## config.mk

```make
export PLATFORM = sky130hd
export DESIGN_NAME = mips32_ram_arbiter
export DESIGN_NICKNAME = d
export VERILOG_FILES = /design/src/rtl/mips32_mem_pkg.sv /design/src/rtl/mips32_rr_starve.sv /design/src/rtl/mips32_ram_arbiter.sv
export SDC_FILE = /design/constraint.sdc
export NUM_CORES = 1
export LEC_CHECK = 0
export ABC_AREA = 1
export ABC_CLOCK_PERIOD_IN_PS = 2400
export BUFFER_PORTS_ARGS = -buffer_cell sky130_fd_sc_hd__buf_2
export CORE_MARGIN = 10
export CORE_UTILIZATION = 30
export DETAILED_ROUTE_END_ITERATION = 7
export GPL_TIMING_DRIVEN = 0
export MAX_ROUTING_LAYER = met4
export PLACE_DENSITY = 0.87
export SLEW_MARGIN = 20
export SYNTH_ARGS = -nofsm -noshare
export SYNTH_HDL_FRONTEND = slang
export SYNTH_SLANG_ARGS = --single-unit
```

## constraint.sdc

```tcl
create_clock -name clock -period 2.4 [get_ports clock]
set_input_delay 0.36 -clock clock [delete_from_list [all_inputs] [get_ports clock]]
set_output_delay 0.36 -clock clock [all_outputs]
set_load 0.01 [all_outputs]
```

## src/rtl/mips32_mem_pkg.sv

```systemverilog
// Shared definitions for the MIPS32 block-RAM arbiter: return-path owner
// encoding and starvation-counter sizing.
package mips32_mem_pkg;

  typedef enum logic [1:0] {
    OWN_NONE = 2'd0,
    OWN_I    = 2'd1,
    OWN_D    = 2'd2
  } owner_e;

  localparam int STARVE_MAX = 15;
  localparam int STARVE_W   = 4;

  function automatic logic [STARVE_W-1:0] starve_inc(input logic [STARVE_W-1:0] v);
    return (v == STARVE_W'(STARVE_MAX)) ? v : v + STARVE_W'(1);
  endfunction

endpackage

```

## src/rtl/mips32_rr_starve.sv

```systemverilog
// Two-input read-port grant: the high-priority requester wins unless the
// low-priority one has been denied maxWait or more consecutive cycles.
module mips32_rr_starve
  import mips32_mem_pkg::*;
(
  input  logic                clock,
  input  logic                reset,
  input  logic                reqHi,
  input  logic                reqLo,
  input  logic [STARVE_W-1:0] maxWait,
  output logic                grantHi,
  output logic                grantLo
);

  logic [STARVE_W-1:0] starve_q, starve_d;
  logic                lo_forced;

  assign lo_forced = (starve_q >= maxWait);
  assign grantHi   = reqHi & ~(reqLo & lo_forced);
  assign grantLo   = reqLo & (~reqHi | lo_forced);

  // The counter only measures an unbroken run of denials; any I win or idle
  // cycle restarts it.
  always_comb begin
    starve_d = '0;
    if (reqLo && !grantLo) starve_d = starve_inc(starve_q);
  end

  // NOTE: sequential state uses non-blocking assignments so every register
  // samples the pre-edge values of its inputs.
  always_ff @(posedge clock or negedge reset) begin
    if (!reset) starve_q <= '0;
    else        starve_q <= starve_d;
  end

endmodule

```

## src/rtl/mips32_ram_arbiter.sv

```systemverilog
// Shares one registered-address BRAM read port between instruction fetch (I)
// and load/store (D); D writes go straight to the dedicated write port.
module mips32_ram_arbiter
  import mips32_mem_pkg::*;
#(
  parameter int AWIDTH   = 10,
  parameter int DWIDTH   = 32,
  parameter int LANES    = 4,
  parameter int MAX_WAIT = 3
) (
  input  logic              clock,
  input  logic              reset,
  input  logic              iReq,
  input  logic [AWIDTH-1:0] iAddr,
  output logic              iAck,
  output logic              iValid,
  output logic [DWIDTH-1:0] iData,
  input  logic              dReq,
  input  logic              dWe,
  input  logic [AWIDTH-1:0] dAddr,
  input  logic [DWIDTH-1:0] dWdata,
  input  logic [LANES-1:0]  dLane,
  output logic              dAck,
  output logic              dValid,
  output logic [DWIDTH-1:0] dData,
  output logic [AWIDTH-1:0] ramReadAddr,
  output logic              ramReadEnable,
  input  logic [DWIDTH-1:0] ramReadData,
  output logic [AWIDTH-1:0] ramWriteAddr,
  output logic [DWIDTH-1:0] ramWriteData,
  output logic [LANES-1:0]  ramWriteLane,
  output logic              ramWriteEnable
);

  logic   wr_req, rd_d_req;
  logic   grant_hi, grant_lo, grant_i, grant_d;
  owner_e owner_q, owner_d;

  assign wr_req   = reset & dReq & dWe;
  assign rd_d_req = dReq & ~dWe;

  mips32_rr_starve u_arb (
    .clock   (clock),
    .reset   (reset),
    .reqHi   (rd_d_req),
    .reqLo   (iReq),
    .maxWait (STARVE_W'(MAX_WAIT)),
    .grantHi (grant_hi),
    .grantLo (grant_lo)
  );

  // Gating with reset keeps the RAM and both requesters quiet while held in reset.
  assign grant_d = reset & grant_hi;
  assign grant_i = reset & grant_lo;

  assign iAck          = grant_i;
  assign dAck          = wr_req | grant_d;
  assign ramReadEnable = grant_i | grant_d;
  assign ramReadAddr   = grant_d ? dAddr : iAddr;

  assign ramWriteEnable = wr_req;
  assign ramWriteAddr   = dAddr;
  assign ramWriteData   = dWdata;

  generate
    if (LANES > 1) begin : g_lanes
      assign ramWriteLane = reset ? dLane : '0;
    end else begin : g_word
      assign ramWriteLane = {LANES{reset}};
    end
  endgenerate

  // NOTE: every variable assigned in always_comb gets a default first, so no
  // path leaves it holding a value and no latch is inferred.
  always_comb begin
    owner_d = OWN_NONE;
    if (grant_i)      owner_d = OWN_I;
    else if (grant_d) owner_d = OWN_D;
  end

  always_ff @(posedge clock or negedge reset) begin
    if (!reset) owner_q <= OWN_NONE;
    else        owner_q <= owner_d;
  end

  // Read data is shared; only the matching valid qualifies it.
  assign iValid = (owner_q == OWN_I);
  assign dValid = (owner_q == OWN_D);
  assign iData  = ramReadData;
  assign dData  = ramReadData;

endmodule

```

==> run_results.csv <==
group,metric,value,unit
logic_synthesis,yosysUniqueCellTypes,15,
cts,ctsHtreeMaxLevel,1,
final_layout,diodes,0,
pwr,irDropWorstVdd,0.172,mV
final_layout,final_area,2140,µm²
logic_synthesis,synth_enable_flop_cells,0,
setup_path,worstPathArrival,1.86,ns
final_layout,drive_gt1_share,79.6,%
logic_synthesis,ys_ff_latch,6,
route,drtPass1Iterations,4,
sta,final-hold-violation-count,0,
logic_synthesis,ys_warn_count,0,
cts,clk_latency,0.22,ns
worst_hold_path,worst_hold_path_type,"primary input to flop",
cts,clock_path_buffers,2,
final_layout,area_delta_synth_final,70.9,%
setup_path,cp-end-kind,"primary output",
logic_synthesis,yosysSeqAreaShare,12.0,%
logic_synthesis,synth.area.top_cells,"buf_4 (64%), dfrtp_1 (12%), nand2_1 (8.7%), nand3_1 (4.4%), inv_1 (3.3%)",
floorplan,num_rows,23,
floorplan,dieHeight,84.6,µm
route,via_per_inst,3.87,
setup_path,crit_required,2.04,ns
cts,cts_made_buffers,3,
grt,overflow,0,
floorplan,dieArea,7160,µm²
cts,postCtsResizedCells,0,
final_layout,fillCellCount,400,
route,drt_iter0_markers,20,
setup_path,start_kind,"primary input",
logic_synthesis,synthCells,180,
cts,clock-sinks,6,
floorplan,dieWidth,84.6,µm
sta,post-route-min-period,2.22,ns
route,wl,5.63,mm
route,dr_total_vias,1505,
grt,grt_pass1_wl,8.47,mm
logic_synthesis,async_flop_share,100,%
placed_design,gp_congestion,0.712,
sta,tns,0,ns
sta,skew,0.00129,ns
logic_synthesis,synth.cell_area,1250,µm²
sta,maxSlewViolCount,0,
logic_synthesis,synth.top_cells.by_count,"buf_4 (106), nand2_1 (29), inv_1 (11), nand3_1 (11)",
placed_design,dp.cells,385,
floorplan,start_util,31.1,%
final_layout,layout.nets,435,
sta,hold_ws,0.409,ns
route,drc,0,
cts,cts_tree,"done",
sta,fmax,450,MHz
final_layout,multi_input_area,234,µm²
final_layout,regArea,150,µm²
flow_run,maxCapViolCount,0,
route,postRouteAntennaNets,0,
placed_design,dp_hpwl,5.23,mm
grt,antenna_found_initial,0,
setup_path,critPathKind,"primary input to primary output",
route,wl_per_cell,14.5,µm
logic_synthesis,yosys_most_used_dff,"dfrtp_1",
logic_synthesis,yosysTopAreaCellShare,63.5,%
cts,clk_pin_slew,0.04,ns
pwr,leakage,1.46,nW
placed_design,portBuffers,154,
placed_design,place_area,2090,µm²
sta,period_share,92.6,%
cts,clock-root-buffer,"clkbuf_8",
grt,grt_start_max_net_pins,13,
floorplan,core_area,4030,µm²
setup_path,critPathMaxFanout,12,
pwr,pwr_density_cell,294,nW/µm²
sta,rsz0062_at_grt,"no",
logic_synthesis,synth_top_area_cell,"buf_4",
floorplan,ios,219,
grt,grt_use_total,14.6,%
logic_synthesis,yosysMostFrequentCell,"buf_4",
cts,postCtsSetupBuffers,0,
grt,grt_pass1_vias,1657,
sta,setup_violations,0,
final_layout,finalNonFillerCells,389,
logic_synthesis,syn_avg_cell_area,6.96,µm²
run_status,status,"finished clean",
[final cells by class]
class / instances / area share [%]
Clock buffer: 3 / 1.93
Sequential cell: 6 / 7.01
Tap cell: 50 / 2.92
Multi-Input combinational cell: 53 / 10.9
Inverter: 13 / 2.28
Timing Repair Buffer: 155 / 36.5
Buffer: 109 / 38.5
[worst max-delay path: stages]
cell and delay (ns):
dlygate4sd3_1 0.53, buf_2 0.25, inv_2 0.10, nor2_4 0.14, nand2_2 0.09, buf_6 0.15
nand2_1 0.06, nand2_1 0.04, buf_2 0.14
[layout by cell type (no fill, tap or decap), drive strengths merged]
| master | netlist | routed |
|---|---|---|
| dlygate4sd3 | 0 | 1 |
| ha | 1 | 1 |
| a21oi | 1 | 1 |
| nand2 | 30 | 30 |
| conb | 1 | 2 |
| nor3 | 1 | 1 |
| dfrtp | 6 | 6 |
| inv | 13 | 13 |
| buf | 109 | 263 |
| nor2 | 7 | 7 |
| clkbuf | 0 | 3 |
| nand3 | 11 | 11 |
[layer usage]
metal  up-vias  wire length, µm  global-route usage [%]  share of wire [%]
met2       108             3090                    27.3                 55
met5         -                0                       -                  0
met4         0               42                    3.44               0.75
met1       641             1830                    13.3                 33
met3         4              666                    5.99                 12
li1        752                -                       -                  -
[flip-flops by register name, summed over array words and instances (netlist names)]
name / count
u_arb.starve_q: 4
owner_q: 2
[final timing paths]
check / from / endpoint / slack, ns / cells past startpoint
worst min register to register: u_arb.starve_q[0]$_DFFE_PN0P_ / u_arb.starve_q[0]$_DFFE_PN0P_ / 0.43 / 1
max in group asynchronous: reset / u_arb.starve_q[0]$_DFFE_PN0P_ / 1.65 / 2
min in group asynchronous: reset / u_arb.starve_q[1]$_DFFE_PN0P_ / 0.56 / 2
worst min-delay path: iReq / u_arb.starve_q[1]$_DFFE_PN0P_ / 0.41 / 3
worst max-delay path: reset / ramReadAddr[1] / 0.18 / 9
worst max register to register: u_arb.starve_q[0]$_DFFE_PN0P_ / owner_q[1]$_DFF_PN0_ / 1.30 / 7
[metrics by stage]
| step | worst slack (ns) | utilization, % | total power [mW] |
|---|---|---|---|
| global placement | 0.722 | 51.9 | 0.481 |
| floorplan | 0.967 | - | 0.333 |
| detailed placement | 0.706 | 51.9 | 0.487 |
| finish | 0.178 | 53.1 | 0.629 |
| global route | 0.0258 | 53.1 | 0.680 |
| CTS | 0.143 | 53.1 | 0.643 |
[power breakdown]
group,internal (mW),leakage (nW),switching (mW)
logic,0.212,1.36,0.161
clock network,0.108,0.0216,0.0416
registers,0.105,0.0777,0.00127
[logic make-up (layout without fill, tap and decap cells)]
group                      Yosys count  after routing  synth area share (%)
DFF                                  6              6                  12.0
AOI/OAI and AO/OA                    1              1                 0.399
other                                1              2                 0.299
adders and majority gates            1              1                 0.999
buffers and inverters              122            280                  69.6
and+or+nand+nor                     49             49                  16.7
[timing repair]
item                                    4_1_cts  5_1_grt
endpoints found under the setup margin        0        0
endpoints found under the hold margin         6        0
hold buffers                                  1        0
No activity file was read; power rests on OpenSTA's default activity.
